### src/rtl/i2c_pkg.sv
// Shared I2C definitions: FSM state encoding, bus field widths and R/W bit values.
package i2c_pkg;

  localparam int ADDR_WIDTH = 7;
  localparam int BYTE_WIDTH = 8;

  localparam logic [ADDR_WIDTH-1:0] GCALL_ADDR = 7'h00;

  localparam logic RW_READ  = 1'b1;
  localparam logic RW_WRITE = 1'b0;

  typedef enum logic [3:0] {
    IDLE,
    ADDR,
    ADDR_ACK,
    RX_BYTE,
    RX_ACK,
    TX_LOAD,
    TX_BYTE,
    TX_ACK,
    IGNORE
  } i2c_state_e;

endpackage

### src/rtl/i2c_slave_if.sv
// Bus pins and byte-stream handshake between the I2C target and its user logic.
interface i2c_slave_if;
  import i2c_pkg::*;

  logic                  scl_in;
  logic                  sda_in;
  logic                  sda_oe;
  logic [BYTE_WIDTH-1:0] rx_data;
  logic                  rx_valid;
  logic                  rx_gcall;
  logic                  tx_req;
  logic [BYTE_WIDTH-1:0] tx_data;
  logic                  rw;
  logic                  busy;
  logic                  nack_seen;

  modport slave (
    input  scl_in, sda_in, tx_data,
    output sda_oe, rx_data, rx_valid, rx_gcall, tx_req, rw, busy, nack_seen
  );

  modport master (
    output scl_in, sda_in, tx_data,
    input  sda_oe, rx_data, rx_valid, rx_gcall, tx_req, rw, busy, nack_seen
  );

endinterface

### src/rtl/i2c_bus_sync.sv
// SCL/SDA input synchronizers with SCL edge and START/STOP condition detection.
module i2c_bus_sync #(
  parameter int SYNC_STAGES = 2
) (
  input  logic clk_50,
  input  logic rst,
  input  logic scl_in,
  input  logic sda_in,
  output logic scl_rise,
  output logic scl_fall,
  output logic start_det,
  output logic stop_det,
  output logic sda_s
);

  logic [SYNC_STAGES-1:0] scl_sync_q;
  logic [SYNC_STAGES-1:0] sda_sync_q;
  logic                   scl_prev_q;
  logic                   sda_prev_q;
  logic                   scl_s;

  // Shift raw pins through the chain; keep one extra delayed copy for edge detection.
  always_ff @(posedge clk_50 or posedge rst) begin
    if (rst) begin
      scl_sync_q <= '1;
      sda_sync_q <= '1;
      scl_prev_q <= 1'b1;
      sda_prev_q <= 1'b1;
    end else begin
      scl_sync_q <= {scl_sync_q[SYNC_STAGES-2:0], scl_in};
      sda_sync_q <= {sda_sync_q[SYNC_STAGES-2:0], sda_in};
      scl_prev_q <= scl_sync_q[SYNC_STAGES-1];
      sda_prev_q <= sda_sync_q[SYNC_STAGES-1];
    end
  end

  assign scl_s = scl_sync_q[SYNC_STAGES-1];
  assign sda_s = sda_sync_q[SYNC_STAGES-1];

  // SDA may only move while SCL is high for START/STOP; SCL must be high on both samples.
  assign scl_rise  = scl_s & ~scl_prev_q;
  assign scl_fall  = ~scl_s & scl_prev_q;
  assign start_det = scl_s & scl_prev_q & sda_prev_q & ~sda_s;
  assign stop_det  = scl_s & scl_prev_q & ~sda_prev_q & sda_s;

endmodule

### src/rtl/i2c_slave.sv
// I2C target endpoint: address match, write-byte strobe, read-byte request handshake.
// Open-drain SDA only (sda_oe pulls low). Optional general-call receive is enabled by
// defining I2C_SLAVE_GCALL_EN; without it address 7'h00 is an ordinary mismatch.
//
// state    | meaning
// ---------+-----------------------------------------------------------
// IDLE     | bus free or not yet addressed
// ADDR     | shifting 7 address bits plus R/W
// ADDR_ACK | driving ACK for a matched address
// RX_BYTE  | shifting in a write byte
// RX_ACK   | driving ACK for a received byte
// TX_LOAD  | capturing tx_data one cycle after tx_req
// TX_BYTE  | shifting out a read byte on SCL falls
// TX_ACK   | sampling master ACK/NACK after a read byte
// IGNORE   | not addressed or read ended; wait for START/STOP
module i2c_slave
  import i2c_pkg::*;
#(
  parameter logic [ADDR_WIDTH-1:0] SLAVE_ADDR  = 7'b0011011,
  parameter int                    SYNC_STAGES = 2
) (
  input logic        clk_50,
  input logic        rst,
  i2c_slave_if.slave bus
);

  logic scl_rise, scl_fall, start_det, stop_det, sda_s;

  i2c_bus_sync #(.SYNC_STAGES(SYNC_STAGES)) u_sync (
    .clk_50    (clk_50),
    .rst       (rst),
    .scl_in    (bus.scl_in),
    .sda_in    (bus.sda_in),
    .scl_rise  (scl_rise),
    .scl_fall  (scl_fall),
    .start_det (start_det),
    .stop_det  (stop_det),
    .sda_s     (sda_s)
  );

  i2c_state_e            state_q;
  logic [2:0]            bit_cnt_q;
  logic [BYTE_WIDTH-1:0] shreg_q;
  logic                  ack_drv_q;
  logic                  tx_pend_q;
  logic                  sda_oe_q;
  logic [BYTE_WIDTH-1:0] rx_data_q;
  logic                  rx_valid_q;
  logic                  tx_req_q;
  logic                  rw_q;
  logic                  busy_q;
  logic                  nack_q;
  logic [BYTE_WIDTH-1:0] shift_d;
  logic                  gcall_hit_d;
  logic                  addr_match_d;

  // Byte as it will look once the bit on this SCL rise is shifted in.
  assign shift_d = {shreg_q[BYTE_WIDTH-2:0], sda_s};

`ifdef I2C_SLAVE_GCALL_EN
  logic gcall_q;
  logic rx_gcall_q;
  assign gcall_hit_d = (shift_d[7:1] == GCALL_ADDR) && (shift_d[0] == RW_WRITE);
  assign bus.rx_gcall = rx_gcall_q;

  // Remember that the transfer was a general call and tag each received byte with it.
  always_ff @(posedge clk_50 or posedge rst) begin
    if (rst) begin
      gcall_q    <= 1'b0;
      rx_gcall_q <= 1'b0;
    end else begin
      if (state_q == ADDR && scl_rise && bit_cnt_q == 3'd7)
        gcall_q <= gcall_hit_d;
      if (state_q == RX_BYTE && scl_rise && bit_cnt_q == 3'd7 && !start_det && !stop_det)
        rx_gcall_q <= gcall_q;
    end
  end
`else
  assign gcall_hit_d  = 1'b0;
  assign bus.rx_gcall = 1'b0;
`endif

  assign addr_match_d = (shift_d[7:1] == SLAVE_ADDR) || gcall_hit_d;

  // Transfer FSM; START/STOP override every state and release the bus.
  always_ff @(posedge clk_50 or posedge rst) begin
    if (rst) begin
      state_q    <= IDLE;
      bit_cnt_q  <= '0;
      shreg_q    <= '0;
      ack_drv_q  <= 1'b0;
      tx_pend_q  <= 1'b0;
      sda_oe_q   <= 1'b0;
      rx_data_q  <= '0;
      rx_valid_q <= 1'b0;
      tx_req_q   <= 1'b0;
      rw_q       <= 1'b0;
      busy_q     <= 1'b0;
      nack_q     <= 1'b0;
    end else begin
      rx_valid_q <= 1'b0;
      tx_req_q   <= 1'b0;
      nack_q     <= 1'b0;
      if (start_det || stop_det) begin
        state_q   <= start_det ? ADDR : IDLE;
        bit_cnt_q <= '0;
        sda_oe_q  <= 1'b0;
        busy_q    <= 1'b0;
        ack_drv_q <= 1'b0;
        tx_pend_q <= 1'b0;
        if (stop_det) rw_q <= 1'b0;
      end else begin
        case (state_q)
          ADDR: if (scl_rise) begin
            shreg_q   <= shift_d;
            bit_cnt_q <= bit_cnt_q + 3'd1;
            if (bit_cnt_q == 3'd7) begin
              if (addr_match_d) begin
                rw_q    <= shift_d[0];
                busy_q  <= 1'b1;
                state_q <= ADDR_ACK;
              end else begin
                state_q <= IGNORE;
              end
            end
          end
          ADDR_ACK, RX_ACK: if (scl_fall) begin
            sda_oe_q  <= ~ack_drv_q;
            ack_drv_q <= ~ack_drv_q;
            if (ack_drv_q) begin
              if (state_q == ADDR_ACK && rw_q == RW_READ) begin
                tx_req_q <= 1'b1;
                state_q  <= TX_LOAD;
              end else begin
                state_q  <= RX_BYTE;
              end
            end
          end
          RX_BYTE: if (scl_rise) begin
            shreg_q   <= shift_d;
            bit_cnt_q <= bit_cnt_q + 3'd1;
            if (bit_cnt_q == 3'd7) begin
              rx_data_q  <= shift_d;
              rx_valid_q <= 1'b1;
              state_q    <= RX_ACK;
            end
          end
          // After a master ACK SCL is still high, so bit 7 waits for the next fall.
          TX_LOAD: begin
            shreg_q   <= bus.tx_data;
            bit_cnt_q <= '0;
            state_q   <= TX_BYTE;
            if (!tx_pend_q) sda_oe_q <= ~bus.tx_data[7];
          end
          TX_BYTE: if (scl_fall) begin
            if (tx_pend_q) begin
              sda_oe_q  <= ~shreg_q[7];
              tx_pend_q <= 1'b0;
            end else begin
              bit_cnt_q <= bit_cnt_q + 3'd1;
              if (bit_cnt_q == 3'd7) begin
                sda_oe_q <= 1'b0;
                state_q  <= TX_ACK;
              end else begin
                shreg_q  <= {shreg_q[BYTE_WIDTH-2:0], 1'b0};
                sda_oe_q <= ~shreg_q[6];
              end
            end
          end
          TX_ACK: if (scl_rise) begin
            if (!sda_s) begin
              tx_req_q  <= 1'b1;
              tx_pend_q <= 1'b1;
              state_q   <= TX_LOAD;
            end else begin
              nack_q  <= 1'b1;
              state_q <= IGNORE;
            end
          end
          IDLE, IGNORE: ;
          default: state_q <= IDLE;
        endcase
      end
    end
  end

  assign bus.sda_oe    = sda_oe_q;
  assign bus.rx_data   = rx_data_q;
  assign bus.rx_valid  = rx_valid_q;
  assign bus.tx_req    = tx_req_q;
  assign bus.rw        = rw_q;
  assign bus.busy      = busy_q;
  assign bus.nack_seen = nack_q;

endmodule

### src/flat_wrapper.sv
// flat-port wrapper written by rule: the top's interface ports become plain ports
module i2c_slave_flat import i2c_pkg::*;
#(
  parameter logic [ADDR_WIDTH-1:0] SLAVE_ADDR  = 7'b0011011,
  parameter int                    SYNC_STAGES = 2
)
  (clk_50, rst, bus_scl_in, bus_sda_in, bus_tx_data, bus_sda_oe, bus_rx_data, bus_rx_valid, bus_rx_gcall, bus_tx_req, bus_rw, bus_busy, bus_nack_seen);
  i2c_slave_if bus_i ();
  input logic clk_50;
  input logic rst;
  input wire logic [$bits(bus_i.scl_in)-1:0] bus_scl_in;
  input wire logic [$bits(bus_i.sda_in)-1:0] bus_sda_in;
  input wire logic [$bits(bus_i.tx_data)-1:0] bus_tx_data;
  output wire logic [$bits(bus_i.sda_oe)-1:0] bus_sda_oe;
  output wire logic [$bits(bus_i.rx_data)-1:0] bus_rx_data;
  output wire logic [$bits(bus_i.rx_valid)-1:0] bus_rx_valid;
  output wire logic [$bits(bus_i.rx_gcall)-1:0] bus_rx_gcall;
  output wire logic [$bits(bus_i.tx_req)-1:0] bus_tx_req;
  output wire logic [$bits(bus_i.rw)-1:0] bus_rw;
  output wire logic [$bits(bus_i.busy)-1:0] bus_busy;
  output wire logic [$bits(bus_i.nack_seen)-1:0] bus_nack_seen;
  assign bus_i.scl_in = bus_scl_in;
  assign bus_i.sda_in = bus_sda_in;
  assign bus_i.tx_data = bus_tx_data;
  assign bus_sda_oe = bus_i.sda_oe;
  assign bus_rx_data = bus_i.rx_data;
  assign bus_rx_valid = bus_i.rx_valid;
  assign bus_rx_gcall = bus_i.rx_gcall;
  assign bus_tx_req = bus_i.tx_req;
  assign bus_rw = bus_i.rw;
  assign bus_busy = bus_i.busy;
  assign bus_nack_seen = bus_i.nack_seen;
  i2c_slave #(.SLAVE_ADDR(SLAVE_ADDR), .SYNC_STAGES(SYNC_STAGES)) u_core (.clk_50(clk_50), .rst(rst), .bus(bus_i));
endmodule
### config.mk
export PLATFORM = sky130hd
export DESIGN_NAME = i2c_slave_flat
export DESIGN_NICKNAME = d
export VERILOG_FILES = /design/src/rtl/i2c_pkg.sv /design/src/rtl/i2c_slave_if.sv /design/src/rtl/i2c_bus_sync.sv /design/src/rtl/i2c_slave.sv /design/src/flat_wrapper.sv
export SDC_FILE = /design/constraint.sdc
export NUM_CORES = 1
export LEC_CHECK = 0
export ABC_AREA = 1
export CAP_MARGIN = 20
export CELL_PAD_IN_SITES_DETAIL_PLACEMENT = 1
export CELL_PAD_IN_SITES_GLOBAL_PLACEMENT = 2
export CORE_MARGIN = 1
export CORE_UTILIZATION = 32
export DETAILED_ROUTE_END_ITERATION = 10
export GPL_TIMING_DRIVEN = 0
export MAX_ROUTING_LAYER = met4
export PLACE_DENSITY = 0.86
export REMOVE_ABC_BUFFERS = 1
export SLEW_MARGIN = 25
export SYNTH_ARGS = -nofsm -noshare
export SYNTH_HDL_FRONTEND = slang
export SYNTH_SLANG_ARGS = --single-unit
export TNS_END_PERCENT = 10
### constraint.sdc
create_clock -name clk_50 -period 2.37 [get_ports clk_50]
set_clock_uncertainty 0.2 [all_clocks]
set_input_delay 0.474 -clock clk_50 [delete_from_list [all_inputs] [get_ports clk_50]]
set_output_delay 0.474 -clock clk_50 [all_outputs]
set_load 0.01 [all_outputs]
Word-level counts from Yosys, hierarchy flattened
Cells that the tools add are included.
Widths: inputs -> output; s select.
Storage, ports and cells
  register bits: 37
Cells by class
  add/subtract/negate cells: 1
  equality and inequality tests: 29
  muxes and demuxes: 66
  bitwise gates (word level): 16
  reductions and logical operators: 25
Operators with widths (count)
  $mux 4: 13
  $mux 1: 38
  $mux 8: 4
  $ne 3x1->1 const B: 10
  $pmux 4 s7: 1
  $pmux 8 s3: 1
  $reduce_and 4->1: 5
  $eq 4x3->1 const B: 4
  $mux 3: 5
  $reduce_bool 2->1: 6
  $reduce_and 11->1: 1
  $not 1->1: 9
  $pmux 3 s3: 1
  $eq 4x2->1 const B: 2
  $ne 2x1->1 const B: 4
  $reduce_bool 4->1: 2
  $and 1x1->1: 7
  $eq 7x5->1 const B: 1
  $ne 3x3->1 const B: 2
  $reduce_and 6->1: 1
  $reduce_bool 3->1: 2
  $reduce_or 2->1: 3
  $reduce_and 5->1: 1
  $eq 4x1->1 const B: 1
  11 further kinds: 13

Longest topological paths before layout
  depth after elaboration: 7
  depth in mapped cells: 11
  mapped depth without buffers: 11

Cells and area by module
Synthesis repeated with hierarchy kept, for this count alone.
Unflattened totals
  cells, all modules: 271
  area total of the unflattened synthesis: 2070.7 um^2
Modules (own cells, without submodules)
  i2c_slave: instances 1, cells each 253, area each 1868.0 um^2, sequential area each 775.7 um^2
  i2c_bus_sync: instances 1, cells each 18, area each 202.7 um^2, sequential area each 157.7 um^2

Worst setup path after synthesis
OpenSTA, ideal clock, no wires.
  path type: register to register
  start: register u_core.bit_cnt_q[0]
  end: register u_core.shreg_q[0]
  data arrival time: 1531 ps
  required time: 2096 ps
  slack: 565 ps
  cell stages (with the launch flop): 9
  buffers on the path: 1
  clock period less this slack: 1805 ps
  cell sequence: dfrtp_1 > ha_1 > ha_1 > o31ai_1 > nand2_1 > nor2_8 > buf_12 > nand2_2 > o21ai_2
Between the ends
  longest elaborated chain between the ends: 3
Ends and longest elaborated chain
  start, declared: line i2c_slave.sv:42  | logic [2:0] bit_cnt_q;
  start signal, assigned: line i2c_slave.sv:116  | bit_cnt_q <= bit_cnt_q + 3'd1;
  start signal, assigned: line i2c_slave.sv:141  | bit_cnt_q <= bit_cnt_q + 3'd1;
  start signal, assigned: line i2c_slave.sv:160  | bit_cnt_q <= bit_cnt_q + 3'd1;
  $eq 3x3->1: line i2c_slave.sv:161  | if (bit_cnt_q == 3'd7) begin
  $ne 2x2->1 (no source line)
  $reduce_and 6->1 (no source line)
  end signal, assigned: line i2c_slave.sv:140  | shreg_q <= shift_d;
  end signal, assigned: line i2c_slave.sv:150  | shreg_q <= bus.tx_data;
  end signal, assigned: line i2c_slave.sv:165  | shreg_q <= {shreg_q[BYTE_WIDTH-2:0], 1'b0};
  end, declared: line i2c_slave.sv:43  | logic [BYTE_WIDTH-1:0] shreg_q;
Every way passes these cells.
A chain may end at the register's enable or synchronous reset.

Final worst setup path
  start: register u_core.bit_cnt_q[0]
  end: register u_core.shreg_q[5]
Same word-level chain as after synthesis.

==> metrics <==
HP Class=flip-flop to flip-flop; Vias=1,693; worst stage delay on the critical path=between 0.4 and 0.5 ns; Port-buffer cells=25; Critical Setup Path Class=flip-flop to flip-flop; final WL=4950 um; post-CTS setup buffer count=0; global-route wire length before repair=around 8500 um; HPWL after detailed placement=~3800 um; Final ANT Viol Nets=0; crit path max fanout=15; Mapped Cells=251; Site Rows=28; final hold vios=0; Yosys reg bits=37; sequential share of the synthesized area=46.7%; boundary pin count=27; Worst Setup End Kind=flip-flop; CTS tree=yes; initial drt markers=57; Skew-Pair Late Insertion Delay=0.31 ns; chip width=between 80 and 90 um; area grow syn2layout=21.8%; LEAKAGE=between 1 and 1.5 nW; hold buffers post-CTS=0; commonest non-fill, non-tap cell in the layout=nand2_1; vias in the first global route=between 1,500 and 2,000; final RePlAce weighted congestion=between 0.7 and 0.8; Min Hold Slack=0.159 ns; share of layout cells above drive strength 1=17.5%; CP Data Arrival Time=about 2.1 ns; status=finished, final reports clean; DRC viols=0; Yosys cell types=31; final net count=between 200 and 300; area of the die=between 6000 and 7000 um^2; synthesized area per cell=between 7 and 8 um^2; Rel. slew slack=66.8%; global route overflow=0; Max VDD drop=roughly 380 uV; endpoints failing setup=0; Clock Power Share=between 30 and 40%; CP Cell Sequence=ha_1, ha_1, o31ai_1, nand2_1, nor2_8, nand2_1, o21ai_2; Worst Max-Slew Pin Slew=about 0.5 ns; largest net degree at the start of global routing=25; max cap viols=0; unrepaired setup endpoints after global routing=no; Core ar.=about 6000 um^2; Yosys warnings=0; Peak Freq=a little under 500 MHz; synthesized area=~2000 um^2; WL per Instance=between 10 and 15 um; Slowest cell on crit path=dfrtp_1; r2r setup slk=0.31 ns; sequential cell fraction of total power=a little under half; P per Cell Area=728 nW/um^2; DRT Pass-1 Iters=4; Tmin final=about 2 ns; Logic pwr share=between 20% and 30%; Required @ worst endpoint=approximately 2.4 ns; prevailing post-synth register cell=dfrtp_1; Die Ht=81.1 um; Switching Fraction=around a third; Cell Int Power=roughly 1.2 mW; Antenna Cells=0; CTS root buf=clkbuf_8; clock buffer depth=2; commonest cells after routing, fill and taps aside=79 x nand2_1, 31 x dfrtp_1, 26 x o21ai_0; Inserted Clock Buffers=5; CP Launch Type=flip-flop; Post-CTS Resized=0; switching pwr=approximately 0.56 mW; Tcrit/Tclk final=between 80 and 90%; Sum Neg Setup Slack=0 ns; Vias/cell=approximately 4.8; Initial Utilization=~33%; # clock sinks=37; number of enable flip-flop cells after synthesis=0; Async SR Flop Fraction=between 90% and 100%; Non-Filler Instances=about 360; Worst-path clk slew=roughly 0.090 ns; initial antenna violation count=0; Slew Viols, Final=0; placed instance count=about 350; all-layer global routing usage=~18%; number of H-tree levels=2
cell usage after synthesis, types with 2 or more instances:
| cell | instances | area (um^2) |
|---|---|---|
| a21oi_1 | 4 | 20.0 |
| nand2_2 | 8 | 50.1 |
| buf_2 | 2 | 10.0 |
| nor2_4 | 3 | 33.8 |
| nand3_1 | 17 | 85.1 |
| inv_1 | 20 | 75.1 |
| o21ai_0 | 26 | 130 |
| o21ai_2 | 7 | 61.3 |
| nor2_1 | 18 | 67.6 |
| dfrtp_1 | 31 | 776 |
| o21ai_1 | 2 | 10.0 |
| nor2_2 | 3 | 18.8 |
| nand2_1 | 79 | 297 |
| ha_1 | 2 | 25.0 |
| dfstp_2 | 6 | 158 |
| o211ai_1 | 2 | 15.0 |
| inv_2 | 6 | 22.5 |
| nor2_8 | 2 | 40.0 |
metrics by stage:
step           power [mW]  area, um^2  util [%]  setup slack [ns]
2_1_floorplan        1.10        1960         -             0.560
3_3_place_gp         1.19        2300      38.5           -0.0157
3_5_place_dp         1.22        2320      38.8             0.322
4_1_cts              1.80        2440      40.7             0.307
5_1_grt              1.90        2440      40.7             0.149
6_report             1.77        2440      40.7             0.312
area by class of cell:
type,count,area [um^2]
Multi-Input combinational cell,182,922
Clock inverter,3,43.8
Clock buffer,5,68.8
Inverter,27,104
Timing Repair Buffer,26,270
Tap cell,75,93.8
Fill cell,739,3550
Sequential cell,37,933
kinds of logic after synthesis:
group	count (synthesis)	share of synthesized area, %
AOI/OAI and AO/OA	43	12.6
adders and majority gates	2	1.25
buffers and inverters	32	7.25
DFF	37	46.7
other	1	0.187
and+or+nand+nor	136	32.0
worst max-delay path: cells and delay by family (launching register included):
kind / cells / cell delay, ns
and+or+nand+nor: 3 / 0.59
adders and majority gates: 2 / 0.46
DFF: 1 / 0.41
AOI/OAI and AO/OA: 2 / 0.35
state kept, by name, indices dropped and copies added, names as in the netlist:
| name | flops |
|---|---|
| u_core.u_sync.sda_prev_q | 1 |
| u_core.tx_pend_q | 1 |
| u_core.shreg_q | 8 |
| u_core.ack_drv_q | 1 |
| u_core.bus.busy | 1 |
| u_core.state_q | 4 |
| u_core.bus.rx_valid | 1 |
| u_core.bus.sda_oe | 1 |
| u_core.u_sync.scl_prev_q | 1 |
| u_core.bus.nack_seen | 1 |
| u_core.u_sync.sda_sync_q | 2 |
| u_core.bit_cnt_q | 3 |
| u_core.bus.rx_data | 8 |
| u_core.bus.tx_req | 1 |
| u_core.u_sync.scl_sync_q | 2 |
| u_core.bus.rw | 1 |
metal layers:
layer | part of all wire [%] | up-vias | track usage [%]
li1 | - | 857 | -
met2 | 47 | 16 | 28.2
met4 | 1.4 | 0 | 5.89
met5 | 0 | - | -
met3 | 2.3 | 7 | 4.38
met1 | 49 | 813 | 23.2
power groups by stage:
| stage | sequential (mW) | combinational, mW | clock [mW] |
|---|---|---|---|
| finish | 0.803 | 0.395 | 0.576 |
| global route | 0.818 | 0.465 | 0.614 |
| CTS | 0.805 | 0.407 | 0.588 |
| detailed placement | 0.817 | 0.404 | 0 |
| global placement | 0.810 | 0.384 | 0 |
| floorplan | 0.801 | 0.296 | 0 |
final timing paths:
check                                                   end  depth (start not counted)                         from
max in group asynchronous       u_core.u_sync.sda_sync_q[0]                          3                          rst
worst min-delay path            u_core.u_sync.sda_sync_q[1]                          0  u_core.u_sync.sda_sync_q[0]
worst min register to register  u_core.u_sync.sda_sync_q[1]                          0  u_core.u_sync.sda_sync_q[0]
min in group asynchronous                  u_core.ack_drv_q                          2                          rst
worst max register to register            u_core.shreg_q[5]                          7          u_core.bit_cnt_q[0]
worst max-delay path                      u_core.shreg_q[5]                          7          u_core.bit_cnt_q[0]
Note: power is estimated with default switching activity, not from simulation.
